==> config.mk <==
export PLATFORM = sky130hd
export DESIGN_NAME = key_debounce_flat
export DESIGN_NICKNAME = d
export VERILOG_FILES = /design/src/rtl/key_debounce_if.sv /design/src/rtl/key_debounce.sv /design/src/flat_wrapper.sv
export SDC_FILE = /design/constraint.sdc
export NUM_CORES = 1
export LEC_CHECK = 0
export ABC_AREA = 1
export CORE_ASPECT_RATIO = 0.6
export CORE_MARGIN = 2
export CORE_UTILIZATION = 46
export CTS_CLUSTER_SIZE = 24
export DETAILED_ROUTE_END_ITERATION = 8
export HOLD_SLACK_MARGIN = 0.1
export RECOVER_POWER = 25
export SYNTH_ARGS = -nofsm -noshare
export SYNTH_HDL_FRONTEND = slang
export SYNTH_SLANG_ARGS = --single-unit
==> constraint.sdc <==
create_clock -name clk -period 4.6 [get_ports clk]
set_input_delay 0.92 -clock clk [delete_from_list [all_inputs] [get_ports clk]]
set_output_delay 0.92 -clock clk [all_outputs]
set_load 0.03 [all_outputs]
==> src/rtl/key_debounce_if.sv <==
// Key debouncer bus: raw active-low keys in, debounced levels and event pulses out.
// The slave side is the debouncer; the master side drives the keys and consumes events.
interface key_debounce_if;
    logic [3:0] key_n;
    logic [3:0] key_state;
    logic [3:0] key_press;
    logic [3:0] key_release;
    logic [3:0] key_repeat;
    logic       key_valid;
    logic [1:0] key_code;

    modport master (
        output key_n,
        input  key_state,
        input  key_press,
        input  key_release,
        input  key_repeat,
        input  key_valid,
        input  key_code
    );

    modport slave (
        input  key_n,
        output key_state,
        output key_press,
        output key_release,
        output key_repeat,
        output key_valid,
        output key_code
    );
endinterface

==> src/rtl/key_debounce.sv <==
// Four-key debouncer with press/release pulses and optional auto-repeat.
// Define KEY_REPEAT_EN to build the per-key hold/repeat FSMs; otherwise key_repeat is 0.
module key_debounce #(
    parameter int unsigned DEBOUNCE_CYCLES = 500000,
    parameter int unsigned HOLD_CYCLES     = 50000000,
    parameter int unsigned REPEAT_CYCLES   = 20000000
) (
    input  logic          clk,
    input  logic          rst,
    key_debounce_if.slave kb
);

    if (DEBOUNCE_CYCLES < 2 || DEBOUNCE_CYCLES > 32'd1048575) begin : g_bad_db
        $error("DEBOUNCE_CYCLES out of range");
    end
    if (HOLD_CYCLES < 2 || HOLD_CYCLES > 32'd134217727) begin : g_bad_hold
        $error("HOLD_CYCLES out of range");
    end
    if (REPEAT_CYCLES < 2 || REPEAT_CYCLES > 32'd134217727) begin : g_bad_rep
        $error("REPEAT_CYCLES out of range");
    end

    localparam logic [19:0] LP_DB_LAST = 20'(DEBOUNCE_CYCLES - 1);

    logic [3:0]  r_sync1;
    logic [3:0]  r_sync2;
    logic [3:0]  r_state;
    logic [3:0]  r_state_d;
    logic [3:0]  r_press;
    logic [3:0]  r_release;
    logic [19:0] r_cnt [4];
    logic [3:0]  w_sample;
    logic [3:0]  w_rise;
    logic [3:0]  w_repeat;
    logic [3:0]  w_evt;
    logic [1:0]  w_code;

    assign w_sample = ~r_sync2;
    assign w_rise   = r_state & ~r_state_d;

    always_ff @(posedge clk or posedge rst) begin
        if (rst) begin
            r_sync1 <= '1;
            r_sync2 <= '1;
        end else begin
            r_sync1 <= kb.key_n;
            r_sync2 <= r_sync1;
        end
    end

    // Counter tracks consecutive disagreeing samples; any agreement restarts it.
    always_ff @(posedge clk or posedge rst) begin
        if (rst) begin
            r_state <= '0;
            for (int i = 0; i < 4; i++) begin
                r_cnt[i] <= '0;
            end
        end else begin
            for (int i = 0; i < 4; i++) begin
                if (w_sample[i] == r_state[i]) begin
                    r_cnt[i] <= '0;
                end else if (r_cnt[i] == LP_DB_LAST) begin
                    r_cnt[i]   <= '0;
                    r_state[i] <= ~r_state[i];
                end else begin
                    r_cnt[i] <= r_cnt[i] + 20'd1;
                end
            end
        end
    end

    always_ff @(posedge clk or posedge rst) begin
        if (rst) begin
            r_state_d <= '0;
            r_press   <= '0;
            r_release <= '0;
        end else begin
            r_state_d <= r_state;
            r_press   <= r_state & ~r_state_d;
            r_release <= ~r_state & r_state_d;
        end
    end

`ifdef KEY_REPEAT_EN
    localparam logic [26:0] LP_HOLD_LAST = 27'(HOLD_CYCLES - 1);
    localparam logic [26:0] LP_REP_LAST  = 27'(REPEAT_CYCLES - 1);

    typedef enum logic [1:0] {
        ST_IDLE,
        ST_HOLD,
        ST_REPEAT
    } rep_st_t;

    rep_st_t     r_st  [4];
    logic [26:0] r_tmr [4];
    logic [3:0]  r_repeat;

    // HOLD is entered on the same edge that registers key_press.
    always_ff @(posedge clk or posedge rst) begin
        if (rst) begin
            r_repeat <= '0;
            for (int i = 0; i < 4; i++) begin
                r_st[i]  <= ST_IDLE;
                r_tmr[i] <= '0;
            end
        end else begin
            for (int i = 0; i < 4; i++) begin
                r_repeat[i] <= 1'b0;
                if (!r_state[i]) begin
                    r_st[i]  <= ST_IDLE;
                    r_tmr[i] <= '0;
                end else begin
                    unique case (r_st[i])
                        ST_IDLE: begin
                            if (w_rise[i]) begin
                                r_st[i]  <= ST_HOLD;
                                r_tmr[i] <= '0;
                            end
                        end
                        ST_HOLD: begin
                            if (r_tmr[i] == LP_HOLD_LAST) begin
                                r_st[i]     <= ST_REPEAT;
                                r_tmr[i]    <= '0;
                                r_repeat[i] <= 1'b1;
                            end else begin
                                r_tmr[i] <= r_tmr[i] + 27'd1;
                            end
                        end
                        ST_REPEAT: begin
                            if (r_tmr[i] == LP_REP_LAST) begin
                                r_tmr[i]    <= '0;
                                r_repeat[i] <= 1'b1;
                            end else begin
                                r_tmr[i] <= r_tmr[i] + 27'd1;
                            end
                        end
                        default: begin
                            r_st[i]  <= ST_IDLE;
                            r_tmr[i] <= '0;
                        end
                    endcase
                end
            end
        end
    end

    assign w_repeat = r_repeat;
`else
    assign w_repeat = '0;
`endif

    assign w_evt = r_press | w_repeat;

    always_comb begin
        w_code = 2'd0;
        priority case (1'b1)
            w_evt[0]: w_code = 2'd0;
            w_evt[1]: w_code = 2'd1;
            w_evt[2]: w_code = 2'd2;
            w_evt[3]: w_code = 2'd3;
            default:  w_code = 2'd0;
        endcase
    end

    assign kb.key_state   = r_state;
    assign kb.key_press   = r_press;
    assign kb.key_release = r_release;
    assign kb.key_repeat  = w_repeat;
    assign kb.key_valid   = |w_evt;
    assign kb.key_code    = w_code;

endmodule

==> src/flat_wrapper.sv <==
// flat-port wrapper written by rule: the top's interface ports become plain ports
module key_debounce_flat 
#(
    parameter int unsigned DEBOUNCE_CYCLES = 500000,
    parameter int unsigned HOLD_CYCLES     = 50000000,
    parameter int unsigned REPEAT_CYCLES   = 20000000
)
  (clk, rst, kb_key_n, kb_key_state, kb_key_press, kb_key_release, kb_key_repeat, kb_key_valid, kb_key_code);
  key_debounce_if kb_i ();
  input  logic clk;
  input  logic rst;
  input wire logic [$bits(kb_i.key_n)-1:0] kb_key_n;
  output wire logic [$bits(kb_i.key_state)-1:0] kb_key_state;
  output wire logic [$bits(kb_i.key_press)-1:0] kb_key_press;
  output wire logic [$bits(kb_i.key_release)-1:0] kb_key_release;
  output wire logic [$bits(kb_i.key_repeat)-1:0] kb_key_repeat;
  output wire logic [$bits(kb_i.key_valid)-1:0] kb_key_valid;
  output wire logic [$bits(kb_i.key_code)-1:0] kb_key_code;
  assign kb_i.key_n = kb_key_n;
  assign kb_key_state = kb_i.key_state;
  assign kb_key_press = kb_i.key_press;
  assign kb_key_release = kb_i.key_release;
  assign kb_key_repeat = kb_i.key_repeat;
  assign kb_key_valid = kb_i.key_valid;
  assign kb_key_code = kb_i.key_code;
  key_debounce #(.DEBOUNCE_CYCLES(DEBOUNCE_CYCLES), .HOLD_CYCLES(HOLD_CYCLES), .REPEAT_CYCLES(REPEAT_CYCLES)) u_core (.clk(clk), .rst(rst), .kb(kb_i));
endmodule
== Yosys cells after proc, flatten, opt, wreduce, memory -nomap -nowiden ==
Cells that the tools add are included.

* Flip-flop bits (word level): 104
* Output and inout bits: 19

* $add $sub $neg: 4
* Equality and inequality tests: 8
* Multiplexer cells: 12
* Bitwise operators: 13
* Reduce and logical (&&, ||, !) cells: 5

{| class="wikitable"
|+ Operator list
! operator !! count
|-
| 20-bit two-way mux || 8
|-
| 20-bit by 1-bit adder with 20-bit output (second input constant) || 4
|-
| 20-bit by 19-bit equality test with 1-bit output (second input constant) || 4
|-
| 4-bit NOT || 3
|-
| 4-bit bitwise AND || 2
|-
| 2-bit two-way mux || 4
|-
| 1-bit NOT || 8
|-
| 2-bit AND reduction || 4
|-
| 1-bit equality test || 4
|-
| 4-bit OR reduction || 1
|}

== Depth between registers and ports, before layout ==
Gate-level depths: netlist (run 1).

* Depth in word-level cells: 4
* Depth in mapped cells: 9

== Worst setup path before layout (run 1) ==
Ideal clock, no wire load.

* Path type: register to output
* Start: register u_core.r_press[2], in the netlist u_core.kb.key_press[2]
* End: output kb_key_code[1]
* Data arrival time: 1.272 ns
* Required time: 3.680 ns
* Path slack: 2.408 ns
* Stages on the path, launching flop included: 3
* Buffers on the path: 0
* Cells stage by stage: dfrtp_1 > nor2_1 > nor3_1

* Cells in the longest elaborated chain, start to end: 3

{| class="wikitable"
|+ Ends and longest elaborated chain
! item !! RTL line !! text
|-
| start: declaration || key_debounce.sv:29 || <nowiki>logic [3:0] r_press;</nowiki>
|-
| start signal: assignment || key_debounce.sv:79 || <nowiki>r_press <= r_state & ~r_state_d;</nowiki>
|-
| 2-bit two-way mux (3 in a row) || key_debounce.sv:156 || <nowiki>priority case (1'b1)</nowiki>
|-
| end: declaration || flat_wrapper.sv:18 || <nowiki>output wire logic [$bits(kb_i.key_code)-1:0] kb_key_code;</nowiki>
|}

Every way passes these cells.

== Worst setup path in the final report (run 1) ==
* Start: register u_core.r_press[0], in the netlist u_core.kb.key_press[0]
* End: output kb_key_code[1]

* Cells in the longest elaborated chain, start to end: 1

{| class="wikitable"
|+ Ends and longest elaborated chain
! item !! RTL line
|-
| 2-bit two-way mux || key_debounce.sv:156
|}

Every way passes these cells.

==> qor.csv, run 1 <==
stage,metric,value,unit
timing,setup_total_negative_slack,0,ns
layout,antenna_cells_inserted,0,
routing,drc,0,
routing,detailedRoute.firstPassIterationCount,4,
clock_network,clock_path_buffers,2,
yosys,synth_top_cell_by_area,dfrtp_1,
timing,worst_max_slew_pin_slew,0.8013,ns
worst_setup_path,worstRegToRegCells,4,
floorplanning,boundaryPins,25,
timing,finalHoldWorstSlack,0.3480,ns
yosys,synth.top_cell.area_share,43.14,%
routing,vias,4487,
worst_setup_path,worst_setup_path_startpoint,u_core.kb.key_press[0]$_DFF_PP0_,
timing,finalHoldViolCount,0,
worst_setup_path,worst_ep_required_time,3.68,ns
layout,layout-drive-gt1-share,9.198,%
layout,post_layout_net_count,766,
clock_network,post_cts_hold_buffer_count,0,
floorplanning,fp.dieArea,0.01303,sq mm
worst_setup_path,endpoint_kind,output pin,
yosys,avgSynthCellArea,7.660,sq um
global_routing,grt-ovfl-total,0,
worst_setup_path,worst_setup_path_start_kind,flip-flop,
timing,clock_skew,0.008561,ns
hold_path,min_delay_path_class,reg2reg,
pwr,ir_drop,0.1672,mV
worst_setup_path,crit_slowest_cell,clkdlybuf4s50_1,
floorplanning,die_height,89.23,um
worst_setup_path,crit_fanout,4,
global_routing,grt_max_degree,66,
floorplanning,core_area,0.01195,sq mm
yosys,synth_sequential_area_ratio,46.91,%
placed_design,hpwlAfterDp,9.305,mm
placed_design,buffer_ports.inserted,20,
timing,timing.final.crit_share,56.12,%
routing,drt_first_iter_violations,315,
clock_network,postCtsSetupBuffers,0,
global_routing,first_global_vias,4036,
worst_setup_path,crit_type,reg2out,
timing,timing.fmax,387.4,MHz
worst_setup_path,reg2reg_from,u_core.kb.key_state[2]$_DFFE_PP0P_,
timing,min_period,2.581,ns
layout,layoutNonFillerInstCount,926,
layout,synthToLayoutAreaGrowth,11.91,%
job,drv_cap,0,
placed_design,finalWeightedCongestion,0.9126,
timing,max_slew_margin,46.58,%
global_routing,globalRouteTotalUtil,19.81,%
routing,route.detailed.vias_per_inst,4.846,
yosys,yosysUniqueCellTypes,28,
pwr,powerDensity,288.8,mW/mm^2
yosys,syn-cell-area,0.005569,sq mm
clock_network,h-tree-depth,3,
worst_setup_path,critPathMaxStageDelay,0.71,ns
layout,mostFrequentLayoutCell,nor2_1,
hold_path,worstHoldPathCells,0,
timing,final-max-slew-violation-count,0,
layout,finish.utilization,52.17,%
yosys,yosys_warnings,0,
hold_path,hp-start,u_core.r_sync1[2]$_DFF_PP1_,
pwr,power.switching_fraction,23.50,%
layout,layout.cells.most_common_list,"193 x nor2_1, 154 x nand2_1, 96 x dfrtp_1",
pwr,power_frac_comb,3.4,%
global_routing,grt_antenna_before_repair,0,
run_status,run_status,"finished, final reports clean",
routing,postRouteAntennaNets,0,
yosys,synth.top_cells.by_area,"dfrtp_1 43%, nor2_1 13%, nand2_1 10%",
routing,wire_per_inst,13.18,um
timing,setup_viol,0,
pwr,share_clk_of_total_power,44.5,%
pwr,seq_power_share,52.1,%
worst_setup_path,crit_path_cell_trace,nor3_1 > clkdlybuf4s50_1,
pwr,leakagePower,2.608,nW
yosys,yosys_register_bits,104,
timing,grt_setup_unrepaired,false,
routing,drt_wl_total,12.21,mm
clock_network,clockRootBuffer,clkbuf_16,
global_routing,grt_first_pass_wirelength,20.29,mm
worst_setup_path,cp_arrival,1.66,ns
clock_network,clkSinkCount,104,
clock_network,clock_insertion_delay_worst_skew,0.35,ns
placed_design,dpl.cell_count,910,
floorplanning,die_w,146.1,um
floorplanning,floorplan.initialDensity,46.62,%
yosys,postSynthCellCount,727,
clock_network,cts-buffers-inserted,9,
floorplanning,fp_rows,31,
pwr,netSwitchingPower,0.4229,mW
clock_network,tritoncts,built,
clock_network,postCtsResizedCells,0,
pwr,cellInternalPower,1.377,mW
clock_network,worst_setup_hold_path_clk_slew,0.08,ns
[sequential cells by signal, indices dropped and copies added (netlist names)]
name	flops
u_core.kb.key_press	4
u_core.r_cnt	80
u_core.kb.key_release	4
u_core.kb.key_state	4
u_core.r_state_d	4
u_core.r_sync1	4
u_core.r_sync2	4
[path summary, 6_finish.rpt]
| kind | to | slack [ns] |
|---|---|---|
| max in group asynchronous | u_core.r_cnt[44]$_DFF_PP0_ | 2.72 |
| hold reg to reg | u_core.r_sync2[2]$_DFF_PP1_ | 0.35 |
| hold / removal | u_core.r_sync2[2]$_DFF_PP1_ | 0.35 |
| setup reg to reg | u_core.r_cnt[24]$_DFF_PP0_ | 2.88 |
| min in group asynchronous | u_core.kb.key_state[0]$_DFFE_PP0P_ | 1.07 |
| setup / recovery | kb_key_code[1] | 2.02 |
[power groups by stage]
stage,Combinational [mW],Clock [mW],Sequential (mW)
after floorplan,0.0493,0,0.953
after global placement,0.0642,0,0.955
after detailed placement,0.0651,0,0.955
after CTS,0.0652,0.825,0.937
after global routing,0.0716,0.864,0.939
final,0.0616,0.801,0.937
[cell usage after synthesis, drive strengths merged]
cell and n:
a21oi 9, and2 4, buf 7, conb 1
dfrtp 96, dfstp 8, ha 4, inv 79
nand2 166, nand3 55, nand3b 2, nand4 8
nor2 218, nor3 14, nor3b 5, o21a 1
o21ai 13, xnor2 18, xor2 19
[final cells by class]
class / count / area [sq um]
fillers: 1163 / 5714
inverters: 79 / 299.0
clock buffers: 9 / 225.2
multi-input cells: 540 / 2589
clock inverters: 7 / 85.08
flip-flops and latches: 104 / 2613
repair buffers: 22 / 215.2
well taps: 165 / 206.4
[per-stage QoR]
stage | total power [mW] | setup WS, ns | cell area [sq um]
after detailed placement | 1.020 | 2.264 | 5959
after floorplan | 1.002 | 0.9611 | 5580
after CTS | 1.827 | 1.980 | 6270
after global routing | 1.874 | 1.906 | 6232
final | 1.800 | 2.019 | 6232
after global placement | 1.019 | 2.296 | 5959
[kinds of logic (layout without fill, tap and decap cells)]
group | Yosys count | in the layout | share of synthesized area, %
and+or+nand+nor | 472 | 472 | 37.79
DFF | 104 | 104 | 46.91
buffers and inverters | 86 | 117 | 6.133
xor gates and xnor gates | 37 | 37 | 6.088
AOI/OAI and AO/OA | 23 | 23 | 2.112
adders and majority gates | 4 | 4 | 0.8987
other | 1 | 4 | 0.06734
[worst max-delay path: cells and delay by family, from the launching register on]
kind / cells / cell delay, ns
buf+inv: 1 / 0.71
flops: 1 / 0.41
simple gates: 1 / 0.20
[per-layer routing]
layer / vias up / global-route usage [%] / share of wire, %
li1: 2291 / - / -
met1: 2076 / 31.32 / 55
met2: 111 / 27.74 / 39
met3: 9 / 4.235 / 4.9
met4: 0 / 3.972 / 0.75
met5: - / 0 / 0
Power figures use the tool's default switching activity.
==> run 2: changes to the inputs <==
--- a/config.mk
+++ b/config.mk
@@ -12,6 +12,7 @@
 export CTS_CLUSTER_SIZE = 24
 export DETAILED_ROUTE_END_ITERATION = 8
 export HOLD_SLACK_MARGIN = 0.1
+export PLACE_DENSITY = 0.66
 export RECOVER_POWER = 25
 export SYNTH_ARGS = -nofsm -noshare
 export SYNTH_HDL_FRONTEND = slang
==> constraint.sdc (replaced) <==
create_clock -name clk -period 2.1 [get_ports clk]
set_input_delay 0.42 -clock clk [delete_from_list [all_inputs] [get_ports clk]]
set_output_delay 0.42 -clock clk [all_outputs]
set_load 0.03 [all_outputs]
==> qor.csv, run 2 (synthesis gave the netlist of run 1 again) <==
stage,metric,value,unit,change
clock_network,clkSinkCount,104,,unchanged
timing,min_period,1.953,ns,
placed_design,hpwlAfterDp,9.296,mm,about the same
timing,timing.fmax,512.0,MHz,
worst_setup_path,cp_arrival,1.53,ns,-0.13 ns
global_routing,grt_antenna_before_repair,0,,unchanged
routing,wl_met1,6.342,mm,-6.3%
floorplanning,fp_rows,31,,unchanged
global_routing,grt-ovfl-total,0,,unchanged
layout,registers.top_by_ff_count,u_core.r_cnt,,
layout,antenna_cells_inserted,0,,unchanged
routing,route.top_layer_used,met4,,
clock_network,worst_setup_hold_path_clk_slew,0.07,ns,about the same
floorplanning,die_height,89.23,um,unchanged
placed_design,finalWeightedCongestion,0.9017,,-1.2%
layout,layout-drive-gt1-share,10.39,%,+1.2 points
pwr,ir_drop,0.3985,mV,+140%
placed_design,place_worst_setup_slack,0.3596,ns,-1.904 ns
pwr,leakagePower,2.647,nW,+1.5%
layout,mostFrequentLayoutCell,nor2_1,,
timing,clock_skew,0.006023,ns,-0.002538 ns
routing,detailroute.wirelength.met2,5.182,mm,+9.2%
routing,postRouteAntennaNets,0,,unchanged
worst_setup_path,crit_type,reg2out,,
job,drv_cap,0,,unchanged
placed_design,detailed_place.area,0.005966,sq mm,+0.10%
layout,synthToLayoutAreaGrowth,12.87,%,
pwr,cellInternalPower,3.174,mW,+130%
layout,finish.utilization,52.62,%,+0.45 points
pwr,share_clk_of_total_power,45.7,%,+1.2 points
worst_setup_path,endpoint_kind,output pin,,
timing,setup_total_negative_slack,0,ns,unchanged
layout,largest_register_ff_count,80,,unchanged
routing,detailedRoute.firstPassIterationCount,5,,+1
timing,finalHoldViolCount,0,,unchanged
pwr,netSwitchingPower,0.8602,mW,+100%
clock_network,clock_path_buffers,2,,unchanged
timing,grt_setup_unrepaired,false,,
global_routing,grt_first_pass_wirelength,21.27,mm,+4.9%
floorplanning,die_w,146.1,um,unchanged
routing,drt_wl_total,12.42,mm,+1.7%
placed_design,buffer_ports.inserted,20,,unchanged
routing,route.detailed.vias_per_inst,4.963,,+2.4%
pwr,power.switching_fraction,21.32,%,-2.2 points
clock_network,clock_insertion_delay_worst_skew,0.35,ns,about the same
global_routing,grt_max_degree,105,,+59%
pwr,seq_power_share,50.9,%,-1.2 points
routing,drc,0,,unchanged
timing,worst_slack,0.1470,ns,-1.871 ns
floorplanning,boundaryPins,25,,unchanged
layout,final_cell_area,0.006286,sq mm,+0.86%
floorplanning,floorplan.initialDensity,46.62,%,unchanged
floorplanning,core_area,0.01195,sq mm,unchanged
timing,max_slew_margin,15.20,%,-31 points
worst_setup_path,worst_ep_required_time,1.68,ns,-2.00 ns
hold_path,worstHoldPathCells,0,,unchanged
layout,layout.cells.most_common_list,"189 x nor2_1, 151 x nand2_1, 96 x dfrtp_1",,
worst_setup_path,worstRegToRegCells,8,,+4
timing,timing.final.crit_share,93.00,%,
pwr,powerDensity,641.8,mW/mm^2,+120%
routing,wire_per_inst,13.43,um,+1.9%
pwr,overall_power_after_layout,4.035,mW,+120%
worst_setup_path,crit_fanout,3,,-1
clock_network,tritoncts,built,,
pwr,power_frac_comb,3.3,%,about the same
global_routing,first_global_vias,4235,,+4.9%
routing,wl_met3,778,um,+29%
routing,vias,4591,,+2.3%
timing,worst_max_slew_pin_slew,1.272,ns,+0.4706 ns
clock_network,post_cts_hold_buffer_count,0,,unchanged
clock_network,cts-buffers-inserted,9,,unchanged
hold_path,min_delay_path_class,reg2reg,,
clock_network,h-tree-depth,3,,unchanged
worst_setup_path,worst_setup_path_start_kind,flip-flop,,
timing,final-max-slew-violation-count,0,,unchanged
run_status,run_status,"finished, final reports clean",,
layout,post_layout_net_count,765,,-0.13%
timing,setup_viol,0,,unchanged
clock_network,clockRootBuffer,clkbuf_16,,
routing,drt_first_iter_violations,470,,+49%
floorplanning,fp.dieArea,0.01303,sq mm,unchanged
global_routing,globalRouteTotalUtil,20.86,%,+1.1 points
run 2: path summary, 6_finish.rpt:
| check | start | to | slack (ns) |
|---|---|---|---|
| setup / recovery | u_core.kb.key_press[2]$_DFF_PP0_ | kb_key_valid | 0.15 |
| hold / removal | u_core.r_sync1[1]$_DFF_PP1_ | u_core.r_sync2[1]$_DFF_PP1_ | 0.36 |
| setup reg to reg | u_core.r_cnt[0]$_DFF_PP0_ | u_core.r_cnt[18]$_DFF_PP0_ | 0.55 |
| hold reg to reg | u_core.r_sync1[1]$_DFF_PP1_ | u_core.r_sync2[1]$_DFF_PP1_ | 0.36 |
| max in group asynchronous | rst | u_core.r_cnt[1]$_DFF_PP0_ | 0.43 |
| min in group asynchronous | rst | u_core.r_cnt[37]$_DFF_PP0_ | 0.84 |
run 2: worst max-delay path, cell delays in order, from the launching register on:
cell and delay [ns]:
dfrtp_1 0.39, nor2_1 0.15, nand2_1 0.06, clkdlybuf4s50_1 0.59
run 2: final cells by class:
cell class | instances | area (sq um)
Timing Repair Buffer | 21 | 209.0
Fill cell | 1174 | 5660
Inverter | 79 | 300.3
Clock buffer | 11 | 252.7
Multi-Input combinational cell | 540 | 2626
Tap cell | 165 | 206.4
Sequential cell | 104 | 2613
Clock inverter | 5 | 78.83
run 2: metrics by stage:
step                      cells  hold slack [ns]
after detailed placement    909           0.3478
after global placement      909           0.3456
after floorplan             730           0.3452
final                       925           0.3569
after CTS                   925           0.3569
after global routing        925           0.3593
run 2: repair_timing:
action                                  4_1_cts  5_1_grt
endpoints found under the setup margin        1        1
setup buffers                                 0        0
resized for setup                             1        1
run 2: power by group through the flow:
stage               sequential (mW)  combinational (mW)  clock (mW)
detailed placement             2.09               0.145           0
global route                   2.06               0.158        1.98
global placement               2.09               0.143           0
floorplan                      2.09               0.108           0
CTS                            2.05               0.146        1.90
finish                         2.05               0.135        1.85
run 2: routing by layer:
| metal | global-route usage, % | vias up |
|---|---|---|
| met5 | 0 | - |
| met4 | 5.031 | 0 |
| met3 | 4.745 | 11 |
| met2 | 31.09 | 136 |
| met1 | 31.08 | 2143 |
| li1 | - | 2301 |
==> run 3: changes to the inputs <==
--- a/config.mk
+++ b/config.mk
@@ -14,6 +14,7 @@
 export HOLD_SLACK_MARGIN = 0.1
 export PLACE_DENSITY = 0.66
 export RECOVER_POWER = 25
+export SLEW_MARGIN = 10
 export SYNTH_ARGS = -nofsm -noshare
 export SYNTH_HDL_FRONTEND = slang
 export SYNTH_SLANG_ARGS = --single-unit
==> results of run 3 <==
Final layout, timing and power as in run 2 (identical DEF).
